===== src/rtl/alu_pkg.sv =====
// -----------------------------------------------------------------------------
// alu_pkg
// Shared types and constants for the alu_cmd_sequencer front-end and its FIFO.
//   DATA_W      : operand/result width of the alu_4bit core
//   SEL_W       : opcode width
//   alu_op_e    : opcode encoding understood by the core
//   alu_cmd_t   : one queued command {a, b, sel, chain}
//   seq_state_e : issue FSM states
// -----------------------------------------------------------------------------
package alu_pkg;

    localparam int DATA_W = 4;
    localparam int SEL_W  = 3;

    typedef enum logic [SEL_W-1:0] {
        ALU_ADD = 3'd0,
        ALU_SUB = 3'd1,
        ALU_AND = 3'd2,
        ALU_OR  = 3'd3,
        ALU_XOR = 3'd4,
        ALU_NOT = 3'd5,
        ALU_SHL = 3'd6,
        ALU_SHR = 3'd7
    } alu_op_e;

    typedef struct packed {
        logic [DATA_W-1:0] a;
        logic [DATA_W-1:0] b;
        logic [SEL_W-1:0]  sel;
        logic              chain;
    } alu_cmd_t;

    typedef enum logic [1:0] {
        IDLE  = 2'd0,
        EXEC  = 2'd1,
        STALL = 2'd2
    } seq_state_e;

endpackage


===== src/rtl/alu_cmd_fifo.sv =====
// -----------------------------------------------------------------------------
// alu_cmd_fifo
// Synchronous FIFO of alu_cmd_t commands, asynchronous active-high reset.
// DEPTH must be a power of two (>= 2) so the pointers wrap naturally.
// Ports:
//   clk, rst  : clock (rising edge), async active-high reset
//   i_push    : write request (ignored while full)
//   i_data    : command to write
//   i_pop     : read request (ignored while empty)
//   o_data    : head of the queue (valid while !o_empty)
//   o_full    : DEPTH entries held
//   o_empty   : no entries held
// -----------------------------------------------------------------------------
module alu_cmd_fifo #(
    parameter int DEPTH = 2
) (
    input  logic             clk,
    input  logic             rst,
    input  logic             i_push,
    input  alu_pkg::alu_cmd_t i_data,
    input  logic             i_pop,
    output alu_pkg::alu_cmd_t o_data,
    output logic             o_full,
    output logic             o_empty
);
    import alu_pkg::*;

    localparam int                PTR_W    = (DEPTH > 1) ? $clog2(DEPTH) : 1;
    localparam logic [PTR_W:0]    FULL_CNT = (PTR_W + 1)'(DEPTH);

    alu_cmd_t         r_mem [DEPTH];
    logic [PTR_W-1:0] r_wr_ptr;
    logic [PTR_W-1:0] r_rd_ptr;
    logic [PTR_W:0]   r_count;

    logic w_push;
    logic w_pop;

    assign o_full  = (r_count == FULL_CNT);
    assign o_empty = (r_count == '0);
    assign w_push  = i_push && !o_full;
    assign w_pop   = i_pop  && !o_empty;
    assign o_data  = r_mem[r_rd_ptr];

    always_ff @(posedge clk or posedge rst) begin
        if (rst) begin
            r_wr_ptr <= '0;
            r_rd_ptr <= '0;
            r_count  <= '0;
        end else begin
            if (w_push) r_wr_ptr <= r_wr_ptr + 1'b1;
            if (w_pop)  r_rd_ptr <= r_rd_ptr + 1'b1;
            case ({w_push, w_pop})
                2'b10:   r_count <= r_count + 1'b1;
                2'b01:   r_count <= r_count - 1'b1;
                default: r_count <= r_count;
            endcase
        end
    end

    always_ff @(posedge clk) begin
        if (w_push) r_mem[r_wr_ptr] <= i_data;
    end

endmodule


===== src/rtl/alu_cmd_sequencer.sv =====
// -----------------------------------------------------------------------------
// alu_cmd_sequencer
// Command front-end for the combinational alu_4bit core. Commands are queued
// in alu_cmd_fifo, issued one at a time through registered operand outputs,
// and the core's result/flags are captured into a held result register.
// Optional feature macro: ACC_CHAIN_EN (chain = 1 takes A from the last result).
// Ports:
//   clk, rst                     : clock, async active-high reset
//   cmd_valid/cmd_ready          : command handshake (cmd_ready = FIFO not full)
//   cmd_a, cmd_b, cmd_sel        : command operands and opcode
//   cmd_chain                    : use last result as A (ACC_CHAIN_EN only)
//   alu_a, alu_b, alu_sel        : registered operands/opcode to the core
//   alu_y, alu_carry, alu_zero   : core result and flags
//   res_valid/res_ready          : result handshake
//   res_y, res_carry, res_zero   : captured result and flags
//   busy                         : FIFO non-empty or FSM not IDLE
// DATA_W/SEL_W must match alu_pkg; FIFO_DEPTH must be a power of two >= 2.
// -----------------------------------------------------------------------------
module alu_cmd_sequencer #(
    parameter int DATA_W     = alu_pkg::DATA_W,
    parameter int SEL_W      = alu_pkg::SEL_W,
    parameter int FIFO_DEPTH = 2
) (
    input  logic              clk,
    input  logic              rst,
    input  logic              cmd_valid,
    output logic              cmd_ready,
    input  logic [DATA_W-1:0] cmd_a,
    input  logic [DATA_W-1:0] cmd_b,
    input  logic [SEL_W-1:0]  cmd_sel,
    input  logic              cmd_chain,
    output logic [DATA_W-1:0] alu_a,
    output logic [DATA_W-1:0] alu_b,
    output logic [SEL_W-1:0]  alu_sel,
    input  logic [DATA_W-1:0] alu_y,
    input  logic              alu_carry,
    input  logic              alu_zero,
    output logic              res_valid,
    input  logic              res_ready,
    output logic [DATA_W-1:0] res_y,
    output logic              res_carry,
    output logic              res_zero,
    output logic              busy
);
    import alu_pkg::*;

    seq_state_e        r_state;
    seq_state_e        w_next_state;
    alu_cmd_t          w_cmd_in;
    alu_cmd_t          w_head;
    logic              w_full;
    logic              w_empty;
    logic              w_push;
    logic              w_pop;
    logic              w_capture;
    logic              w_slot_free;
    logic [DATA_W-1:0] w_issue_a;

    logic [DATA_W-1:0] r_alu_a;
    logic [DATA_W-1:0] r_alu_b;
    logic [SEL_W-1:0]  r_alu_sel;
    logic              r_res_valid;
    logic [DATA_W-1:0] r_res_y;
    logic              r_res_carry;
    logic              r_res_zero;

    assign w_cmd_in    = '{a: cmd_a, b: cmd_b, sel: cmd_sel, chain: cmd_chain};
    assign w_push      = cmd_valid && !w_full;
    assign w_slot_free = !r_res_valid || res_ready;

    alu_cmd_fifo #(
        .DEPTH (FIFO_DEPTH)
    ) u_fifo (
        .clk     (clk),
        .rst     (rst),
        .i_push  (w_push),
        .i_data  (w_cmd_in),
        .i_pop   (w_pop),
        .o_data  (w_head),
        .o_full  (w_full),
        .o_empty (w_empty)
    );

`ifdef ACC_CHAIN_EN
    logic [DATA_W-1:0] r_acc;

    always_ff @(posedge clk or posedge rst) begin
        if (rst)            r_acc <= '0;
        else if (w_capture) r_acc <= alu_y;
    end

    // A capture in the same cycle as the pop means r_acc is one result stale,
    // so forward the core output directly.
    always_comb begin
        w_issue_a = w_head.a;
        if (w_head.chain) w_issue_a = w_capture ? alu_y : r_acc;
    end
`else
    logic w_unused_chain;
    assign w_unused_chain = w_head.chain;
    assign w_issue_a      = w_head.a;
`endif

    always_ff @(posedge clk or posedge rst) begin
        if (rst) r_state <= IDLE;
        else     r_state <= w_next_state;
    end

    // EXEC and STALL share one rule: in STALL res_valid is always 1, so
    // w_slot_free reduces to res_ready there.
    always_comb begin
        w_next_state = r_state;
        w_pop        = 1'b0;
        w_capture    = 1'b0;
        unique case (r_state)
            IDLE: begin
                if (!w_empty) begin
                    w_pop        = 1'b1;
                    w_next_state = EXEC;
                end
            end
            EXEC, STALL: begin
                if (w_slot_free) begin
                    w_capture = 1'b1;
                    if (!w_empty) begin
                        w_pop        = 1'b1;
                        w_next_state = EXEC;
                    end else begin
                        w_next_state = IDLE;
                    end
                end else begin
                    w_next_state = STALL;
                end
            end
            default: w_next_state = IDLE;
        endcase
    end

    always_ff @(posedge clk or posedge rst) begin
        if (rst) begin
            r_alu_a     <= '0;
            r_alu_b     <= '0;
            r_alu_sel   <= '0;
            r_res_valid <= 1'b0;
            r_res_y     <= '0;
            r_res_carry <= 1'b0;
            r_res_zero  <= 1'b0;
        end else begin
            if (w_pop) begin
                r_alu_a   <= w_issue_a;
                r_alu_b   <= w_head.b;
                r_alu_sel <= w_head.sel;
            end
            if (w_capture) begin
                r_res_valid <= 1'b1;
                r_res_y     <= alu_y;
                r_res_carry <= alu_carry;
                r_res_zero  <= alu_zero;
            end else if (res_ready) begin
                r_res_valid <= 1'b0;
            end
        end
    end

    assign cmd_ready = !w_full;
    assign alu_a     = r_alu_a;
    assign alu_b     = r_alu_b;
    assign alu_sel   = r_alu_sel;
    assign res_valid = r_res_valid;
    assign res_y     = r_res_y;
    assign res_carry = r_res_carry;
    assign res_zero  = r_res_zero;
    assign busy      = !w_empty || (r_state != IDLE);

endmodule


===== config.mk =====
export PLATFORM = sky130hd
export DESIGN_NAME = alu_cmd_sequencer
export DESIGN_NICKNAME = d
export VERILOG_FILES = /design/src/rtl/alu_pkg.sv /design/src/rtl/alu_cmd_fifo.sv /design/src/rtl/alu_cmd_sequencer.sv
export SDC_FILE = /design/constraint.sdc
export NUM_CORES = 1
export LEC_CHECK = 0
export BUFFER_PORTS_ARGS = -buffer_cell sky130_fd_sc_hd__buf_4
export CORE_MARGIN = 3
export CORE_UTILIZATION = 49
export CTS_CLUSTER_DIAMETER = 120
export DETAILED_ROUTE_END_ITERATION = 10
export PLACE_DENSITY_LB_ADDON = 0.25
export SKIP_CTS_REPAIR_TIMING = 1
export SLEW_MARGIN = 30
export SYNTH_ARGS = -nofsm -noshare
export SYNTH_HDL_FRONTEND = slang
export SYNTH_SLANG_ARGS = --single-unit
export TNS_END_PERCENT = 20

===== constraint.sdc =====
create_clock -name clk -period 2.4 [get_ports clk]
set_clock_uncertainty 0.05 [all_clocks]
set_input_delay 0.48 -clock clk [delete_from_list [all_inputs] [get_ports clk]]
set_output_delay 0.48 -clock clk [all_outputs]
set_load 0.02 [all_outputs]

# Yosys cells after proc, flatten, opt, wreduce, memory -nomap -nowiden
# Memory sizes are Yosys's and may differ from the RTL's. A register that Yosys moved wholly into a read port is not among the register bits.
# Index checks and enable logic that the tools add are counted.
# word_totals
n_memories,1
word_cells,47
register_bits,13
ramBits,24
# op_classes
n_addsub,4
n_mux,14
eq_ne,6
n_reduce_logical,14
# mem_list
name,depth,width,read_ports,rd_ports_with_merged_regs,wr,line,rtl
u_fifo.r_mem,2,12,1,1,1,alu_cmd_fifo.sv:31,alu_cmd_t r_mem [DEPTH];
# ops
op,n
two-way mux 1 bit,9
one-hot mux 2 bit (2 select lines),2
"equality test 2 bit, second input constant",3
nonzero test 2 bit,3
"equality test 2 x 1 -> 1 bit, second input constant",2
zero test 2 bit,2
two-way mux 2 bit,2
logical AND 1 bit,3
zero test 1 bit,3
"adder 1 bit, second input constant",2
"adder 2 x 1 -> 2 bit, second input constant",1
logical OR 1 bit,2
"inequality test 2 bit, second input constant",1
one-hot mux 1 bit (2 select lines),1
OR reduction 2 bit,1
"subtractor 2 x 1 -> 2 bit, second input constant",1

# Depth between registers and ports, before layout
# Gate-level depths: netlist (run 1).
# depth
word_depth,7
mapped_depth,10

# Modules after synthesis
# From an unflattened synthesis (run 1), not the netlist that was laid out.
# unflattened
hier_cells,111
area_unflattened_um2,1898.1
# modules_own_cells
mod,instances,seq_area_each_um2,area_each_um2,cells_per_inst
alu_cmd_fifo,1,820.8,1067.3,56
alu_cmd_sequencer,1,500.5,830.8,55

# Worst setup path after synthesis (run 1)
# Ideal clock, no wire load.
# synth_path
path_kind,reg-to-reg
start,register r_state[0]
end,register u_fifo.r_count[1]
slack_ns,0.513
period_less_slack_ns,1.887
path_stages_with_launch,10
t_arrival_ns,1.757
n_path_buf,1
setup_ns,0.079
path_cell_list,dfrtp_1 > inv_1 > ha_1 > a21oi_1 > or2_4 > buf_6 > inv_1 > ha_1 > nor2_1 > xor2_1
# synth_between
elab_chain_len,6
# synth_rtl
item,line,rtl
from (decl),alu_cmd_sequencer.sv:47,seq_state_e r_state;
from (signal assigned),alu_cmd_sequencer.sv:106,else r_state <= w_next_state;
equality test 2 x 1 -> 1 bit or equality test 2 bit (tied branches),alu_cmd_sequencer.sv:115,unique case (r_state)
OR reduction 2 bit,alu_cmd_sequencer.sv:115,
one-hot mux 1 bit (2 select lines) *,alu_cmd_sequencer.sv:115,
logical AND 1 bit *,alu_cmd_fifo.sv:42,assign w_pop = i_pop && !o_empty;
via u_fifo.w_pop,alu_cmd_fifo.sv:37,logic w_pop;
equality test 2 x 1 -> 1 bit or equality test 2 bit (tied branches),alu_cmd_fifo.sv:53,"case ({w_push, w_pop})"
one-hot mux 2 bit (2 select lines) or nonzero test 2 bit (tied branches),n/a,
to (signal assigned),alu_cmd_fifo.sv:54,2'b10: r_count <= r_count + 1'b1;
to (signal assigned),alu_cmd_fifo.sv:55,2'b01: r_count <= r_count - 1'b1;
to (signal assigned),alu_cmd_fifo.sv:56,default: r_count <= r_count;
to (decl),alu_cmd_fifo.sv:34,logic [PTR_W:0] r_count;
# Mark *: on every way through the listed nets, which the timed path passes. The rest lies on a longest branch.
# A chain may end at the register's enable or synchronous reset.

# Worst setup path after layout (run 1)
# Same ends and word-level chain as after synthesis.

==> key figures, run 1 <==
Run status
  • Status: finished clean

Final layout
  • Filler cells: 254
  • Synthesis-to-layout area growth: 23.07%
  • # nets final: 188
  • N_diodes: 0
  • Fraction of layout cells with a size suffix above 1: 0.3476
  • Finished Layout Cells: 210

Synthesis
  • Syn Inst Count: 117
  • Library cells used by synthesis: 22
  • Share of the synthesized area in the top cell type: 0.3747
  • Syn. warnings: 0
  • Main synth FF type: dfrtp_1
  • Post-synthesis async set-or-reset flop share: 0.5217
  • Post-synth top area cell: edfxtp_1
  • Synthesized flop and latch total: 46
  • Net count after synthesis: 142
  • Mapped cell area: 1763 µm²
  • Synth top area cells: edfxtp_1 (37%), dfrtp_1 (34%), mux2i_1 (6.2%), o21ai_0 (4.8%), mux2_2 (3.8%)
  • Register area share after synthesis: 0.7154
  • Syn avg cell area: 15.07 µm²
  • Most frequent cells after synthesis: dfrtp_1 (24), edfxtp_1 (22), o21ai_0 (17)
  • Post-synth EDFFs: 22
  • Count leader, synth: dfrtp_1

Drt
  • Via density: 5.000
  • DR iter-0 viols: 28
  • Total wire length: 2936 µm
  • Vias: 1050
  • DRC viols: 0
  • DR WL/cell: 13.98 µm
  • Post-DRT Antenna Nets: 0
  • First-pass DRT Iterations: 3

Clock network
  • CTS tree: built
  • Clk slew on worst S/H paths: 0.14 ns
  • TritonCTS Buffers: 5
  • Clock sinks: 46
  • Root buffer cell: clkbuf_4
  • Clk buf depth: 2
  • Clk_lat worst skew: 0.35 ns
  • H-tree depth: 2

Setup path
  • Crit path max fanout: 14
  • Reg-to-Reg End: u_fifo.r_count[1]
  • CP Capture Type: flip-flop
  • CP Launch Type: flip-flop
  • Worst path required time: 2.63 ns
  • Worst setup endpoint: u_fifo.r_count[1]
  • Reg-to-reg slack, setup: 0.32 ns
  • CP arrival: 2.31 ns
  • Reg2reg start: r_state[0]
  • Setup crit start: r_state[0]
  • Kind of critical path: flip-flop to flip-flop
  • Register-to-Register Path Depth: 7

Timing
  • Setup Viol. Count Final: 0
  • Final max-slew violation count: 0
  • Pin slew with the least headroom to its limit: 0.6751 ns
  • RSZ-0062 raised after global routing: false
  • Fin. Hold Viols: 0
  • Tcrit/Tclk final: 0.8679
  • Max Freq: 480.1 MHz
  • Post-route setup TNS: 0 ns
  • Minimum clock period after layout: 2.083 ns
  • Max transition margin: 0.5499

Floorplan
  • Core area: 3390 µm²
  • I/O pin cnt: 42
  • Row cnt: 21
  • Die width: 65.98 µm
  • Area of the die: 4353 µm²
  • Starting density of the core: 0.5201
  • Die Ht: 65.98 µm

GRT
  • Overall Global Routing Usage: 0.1444
  • Global-route wire length before repair: 4616 µm
  • Vias in the first global route: 1023
  • Gr ovfl total: 0
  • Pin count of the biggest net entering global routing: 25
  • Initial antenna violation count: 0

Placed design
  • Final Wtd Congestion: 0.7299
  • # port buffers: 40
  • Post-DP HPWL: 2121 µm
  • Inst Count DP: 202

Power and ir drop
  • Largest vdd supply drop: 678.6 µV
  • Pwr Density: 1381 nW/µm²
  • LEAKAGE: 0.9436 nW

Run
  • Max-cap violations: 0

Worst hold path
  • Worst Hold Class: primary input to async pin
## worst max-delay path, cell delays in order (launching register included)
cell and delay, ns:
dfrtp_1 0.42, ha_1 0.19, or2_1 0.36, or2_4 0.38, inv_1 0.08, ha_1 0.24
nor2_1 0.13, xor2_1 0.15
## registers in the layout, summed over array words and instances, names as in the netlist
signal / flops
u_fifo.r_count: 2
res_carry: 1
alu_sel: 3
u_fifo.r_wr_ptr: 1
u_fifo.r_rd_ptr: 1
res_y: 4
res_valid: 1
r_state: 2
alu_a: 4
alu_b: 4
u_fifo.r_mem: 22
res_zero: 1
## worst min-delay path by stage
stage	depth (start not counted)	end	slack, ns
after detailed placement	1	u_fifo.r_wr_ptr	0.43
after global routing	3	alu_b[2]	0.12
after floorplan	1	u_fifo.r_wr_ptr	0.41
after global placement	1	u_fifo.r_wr_ptr	0.43
final	3	alu_b[2]	0.10
after CTS	3	res_carry	0.11
## cells by family (layout without fill, tap and decap cells)
logic type               count (synthesis)  after routing  share of synthesized area
AO/OA/AOI/OAI                           25             25                    0.07097
XOR/XNOR                                 5              5                    0.02910
adder cells (fa/ha/maj)                  3              3                    0.02129
buffers and inverters                    8             55                    0.02200
flip-flops                              46             46                     0.7154
multiplexers                            17             17                     0.1008
AND/OR/NAND/NOR                         13             13                    0.04046
## power by group
group,internal (W),leakage (nW),total [W],switching (W)
combinational,0.000617,0.422,0.00133,0.000713
clock,0.000111,0.0297,0.000336,0.000225
sequential,0.00114,0.492,0.00133,0.000187
total,0.00187,0.944,0.00300,0.00113
## layout by cell type, fill, tap and decap left out, types with 3 or more instances in the layout
cell	netlist	routed
mux2_2	6	6
nor2_1	3	3
mux2i_1	11	11
dfrtp_1	24	24
nand2_1	3	3
nand2b_1	3	3
xnor2_1	3	3
buf_4	0	43
o21ai_1	7	7
ha_1	3	3
edfxtp_1	22	22
clkbuf_4	0	5
o21ai_0	17	17
inv_1	4	4
## layout make-up
type	count	area, µm²	area share
Timing Repair Buffer	43	322.8	0.1488
Sequential cell	46	1261	0.5813
Tap cell	46	57.56	0.02653
Clock buffer	6	41.29	0.01903
Inverter	4	15.01	0.006920
Multi-Input combinational cell	63	462.9	0.2134
Clock inverter	2	8.758	0.004037
## per-layer routing
layer  vias up  track usage  wire length [µm]
li1        512            -                 -
met1       511       0.1701              1185
met2        24       0.2553              1581
met3         3      0.03912               144
met4         0      0.04569                24
met5         -            0                 0
## metrics by stage
| step | power [W] | setup WS, ns | hold WS [ns] | util | instance area, µm² |
|---|---|---|---|---|---|
| finish | 0.002996 | 0.3171 | 0.1025 | 0.6401 | 2170 |
| global route | 0.003221 | 0.2185 | 0.1169 | 0.6401 | 2170 |
| CTS | 0.003040 | 0.3141 | 0.1084 | 0.6401 | 2170 |
| detailed placement | 0.002709 | 0.3555 | 0.4346 | 0.6253 | 2120 |
| global placement | 0.002649 | 0.3887 | 0.4254 | 0.6253 | 2120 |
| floorplan | 0.002242 | 0.5134 | 0.4108 | - | 1763 |
Power figures use the tool's default switching activity.
==> run 2, diff against run 1 <==
--- a/config.mk
+++ b/config.mk
@@ -6,8 +6,10 @@
 export NUM_CORES = 1
 export LEC_CHECK = 0
 export BUFFER_PORTS_ARGS = -buffer_cell sky130_fd_sc_hd__buf_4
-export CORE_MARGIN = 3
-export CORE_UTILIZATION = 49
+export CELL_PAD_IN_SITES_DETAIL_PLACEMENT = 1
+export CELL_PAD_IN_SITES_GLOBAL_PLACEMENT = 2
+export CORE_MARGIN = 2
+export CORE_UTILIZATION = 36
 export CTS_CLUSTER_DIAMETER = 120
 export DETAILED_ROUTE_END_ITERATION = 10
 export PLACE_DENSITY_LB_ADDON = 0.25
==> constraint.sdc (replaced) <==
create_clock -name clk -period 2.3 [get_ports clk]
set_clock_uncertainty 0.05 [all_clocks]
set_input_delay 0.46 -clock clk [delete_from_list [all_inputs] [get_ports clk]]
set_output_delay 0.46 -clock clk [all_outputs]
set_load 0.02 [all_outputs]
==> run 2 against run 1 <==
Register-to-register slack got worse by 0.02 ns. Sequential share of layout area shrank 1.9 points. Cell area is 3.5% higher. Maximum frequency grew 3.7%. Global-route usage down 1.3 points. Highest routed layer unchanged.
==> key figures, run 2 (synthesis gave the netlist of run 1 again) <==
Setup path
  • Setup crit start: r_state[0]
  • Register-to-Register Path Depth: 8 (+1)
  • Kind of critical path: flip-flop to flip-flop
  • CP Launch Type: flip-flop
  • Worst path required time: 2.47 ns (-0.16 ns)
  • Worst setup endpoint: u_fifo.r_count[1]
  • Crit path max fanout: 14 (unchanged)
  • CP Capture Type: flip-flop
  • Reg-to-Reg End: u_fifo.r_count[1]
  • Reg-to-reg slack, setup: 0.29 ns (-0.02 ns)
  • CP arrival: 2.17 ns (-0.14 ns)
  • Reg2reg start: r_state[0]

Drt
  • DR iter-0 viols: 45 (+61%)
  • First-pass DRT Iterations: 2 (-1)
  • Vias: 1069 (+1.8%)
  • Post-DRT Antenna Nets: 0 (unchanged)
  • Total wire length: 3224 µm (+9.8%)
  • DR WL/cell: 13.90 µm (-0.60%)
  • Via density: 4.608 (-7.8%)
  • DRC viols: 0 (unchanged)

Floorplan
  • Starting density of the core: 0.3732 (-0.1469)
  • Die Ht: 73.98 µm (+12%)
  • Die width: 73.98 µm (+12%)
  • Row cnt: 25 (+19%)
  • I/O pin cnt: 42 (unchanged)
  • Core area: 4723 µm² (+39%)
  • Area of the die: 5473 µm² (+26%)

Timing
  • Slack of the critical path: 0.2922 ns (-0.02493 ns)
  • Pin slew with the least headroom to its limit: 0.6728 ns (-0.002259 ns)
  • Tcrit/Tclk final: 0.8730 (+0.005096)
  • Setup Viol. Count Final: 0 (unchanged)
  • Max transition margin: 0.5515 (+0.001506)
  • Minimum clock period after layout: 2.008 ns (-0.07507 ns)
  • RSZ-0062 raised after global routing: false
  • Fin. Hold Viols: 0 (unchanged)
  • Max Freq: 498.1 MHz (+3.7%)
  • Post-route setup TNS: 0 ns (unchanged)
  • Final max-slew violation count: 0 (unchanged)

Placed design
  • # port buffers: 40 (unchanged)
  • Final Wtd Congestion: 0.7682 (+5.2%)
  • Post-DP HPWL: 2295 µm (+8.2%)
  • Pre-CTS setup slack: 0.2985 ns (-0.05699 ns)

Clock network
  • Clk slew on worst S/H paths: 0.08 ns (-0.06 ns)
  • Clk buf depth: 2 (unchanged)
  • Root buffer cell: clkbuf_8
  • Clock sinks: 46 (unchanged)
  • Clk_lat worst skew: 0.29 ns (-0.06 ns)
  • CTS tree: built
  • H-tree depth: 2 (unchanged)
  • TritonCTS Buffers: 5 (unchanged)

GRT
  • Overall Global Routing Usage: 0.1315 (-0.01286)
  • Initial antenna violation count: 0 (unchanged)
  • Pin count of the biggest net entering global routing: 25 (unchanged)
  • Gr ovfl total: 0 (unchanged)
  • Vias in the first global route: 1098 (+7.3%)
  • Global-route wire length before repair: 5181 µm (+12%)

Final layout
  • # nets final: 189 (+0.53%)
  • Synthesis-to-layout area growth: 27.32%
  • Fraction of layout cells with a size suffix above 1: 0.3576 (+0.01001)
  • Commonest non-fill, non-tap cell in the layout: buf_4
  • Largest Register: u_fifo.r_mem
  • N_diodes: 0 (unchanged)
  • Largest register FFs: 22 (unchanged)
  • Commonest non-fill, non-tap cells in the layout: buf_4 (44), dfrtp_1 (24), edfxtp_1 (22), o21ai_0 (17), mux2i_1 (11)

Worst hold path
  • Worst Hold Class: primary input to async pin

Power and ir drop
  • Largest vdd supply drop: 448.5 µV (-34%)
  • Pwr Density: 1475 nW/µm² (+6.8%)
  • LEAKAGE: 0.9672 nW (+2.5%)

Run
  • Max-cap violations: 0 (unchanged)

Run status
  • Status: finished clean
[run 2: power breakdown]
part | internal (W) | total [W] | switching, W
registers | 0.00119 | 0.00139 | 0.000192
clock network | 0.000242 | 0.000492 | 0.000250
logic | 0.000661 | 0.00143 | 0.000772
[run 2: final cells by class]
type                            instances  area [µm²]
Fill cell                             486        2479
Sequential cell                        46        1261
Multi-Input combinational cell         63       462.9
Timing Repair Buffer                   44       330.3
Clock buffer                            7       86.33
Tap cell                               67       83.83
Inverter                                4       15.01
Clock inverter                          1       5.005
[run 2: through the flow]
| step | hold slack [ns] | power [W] | cell area, µm² | cells | util |
|---|---|---|---|---|---|
| after detailed placement | 0.4472 | 0.002866 | 2153 | 224 | 0.4559 |
| after floorplan | 0.4108 | 0.002339 | 1763 | 117 | - |
| final | 0.1648 | 0.003311 | 2245 | 232 | 0.4752 |
| after global placement | 0.4252 | 0.002801 | 2153 | 224 | 0.4559 |
| after CTS | 0.1680 | 0.003370 | 2245 | 232 | 0.4752 |
| after global routing | 0.1918 | 0.003558 | 2245 | 232 | 0.4752 |
[run 2: worst max-delay path, cell delays in order (launching register included)]
cell     delay, ns
dfrtp_1       0.35
inv_1         0.06
ha_1          0.34
a21oi_1       0.18
or2_4         0.26
inv_1         0.07
ha_1          0.32
nor2_1        0.14
xor2_1        0.16
[run 2: worst min path at each step]
stage	from	end	slack, ns	cells after the start
2_1_floorplan	u_fifo.r_wr_ptr	u_fifo.r_wr_ptr	0.41	1
3_5_place_dp	res_y[1]	res_y[1]	0.45	1
6_report	rst	r_state[0]	0.16	3
4_1_cts	rst	res_zero	0.17	3
5_1_grt	rst	r_state[0]	0.19	3
3_3_place_gp	u_fifo.r_wr_ptr	u_fifo.r_wr_ptr	0.43	1
[run 2: metal layers]
| layer | up-vias | track usage | part of all wire |
|---|---|---|---|
| li1 | 508 | - | - |
| met1 | 522 | 0.1474 | 0.40 |
| met2 | 32 | 0.2341 | 0.53 |
| met3 | 7 | 0.03794 | 0.060 |
| met4 | 0 | 0.05455 | 0.019 |
| met5 | - | 0 | 0 |
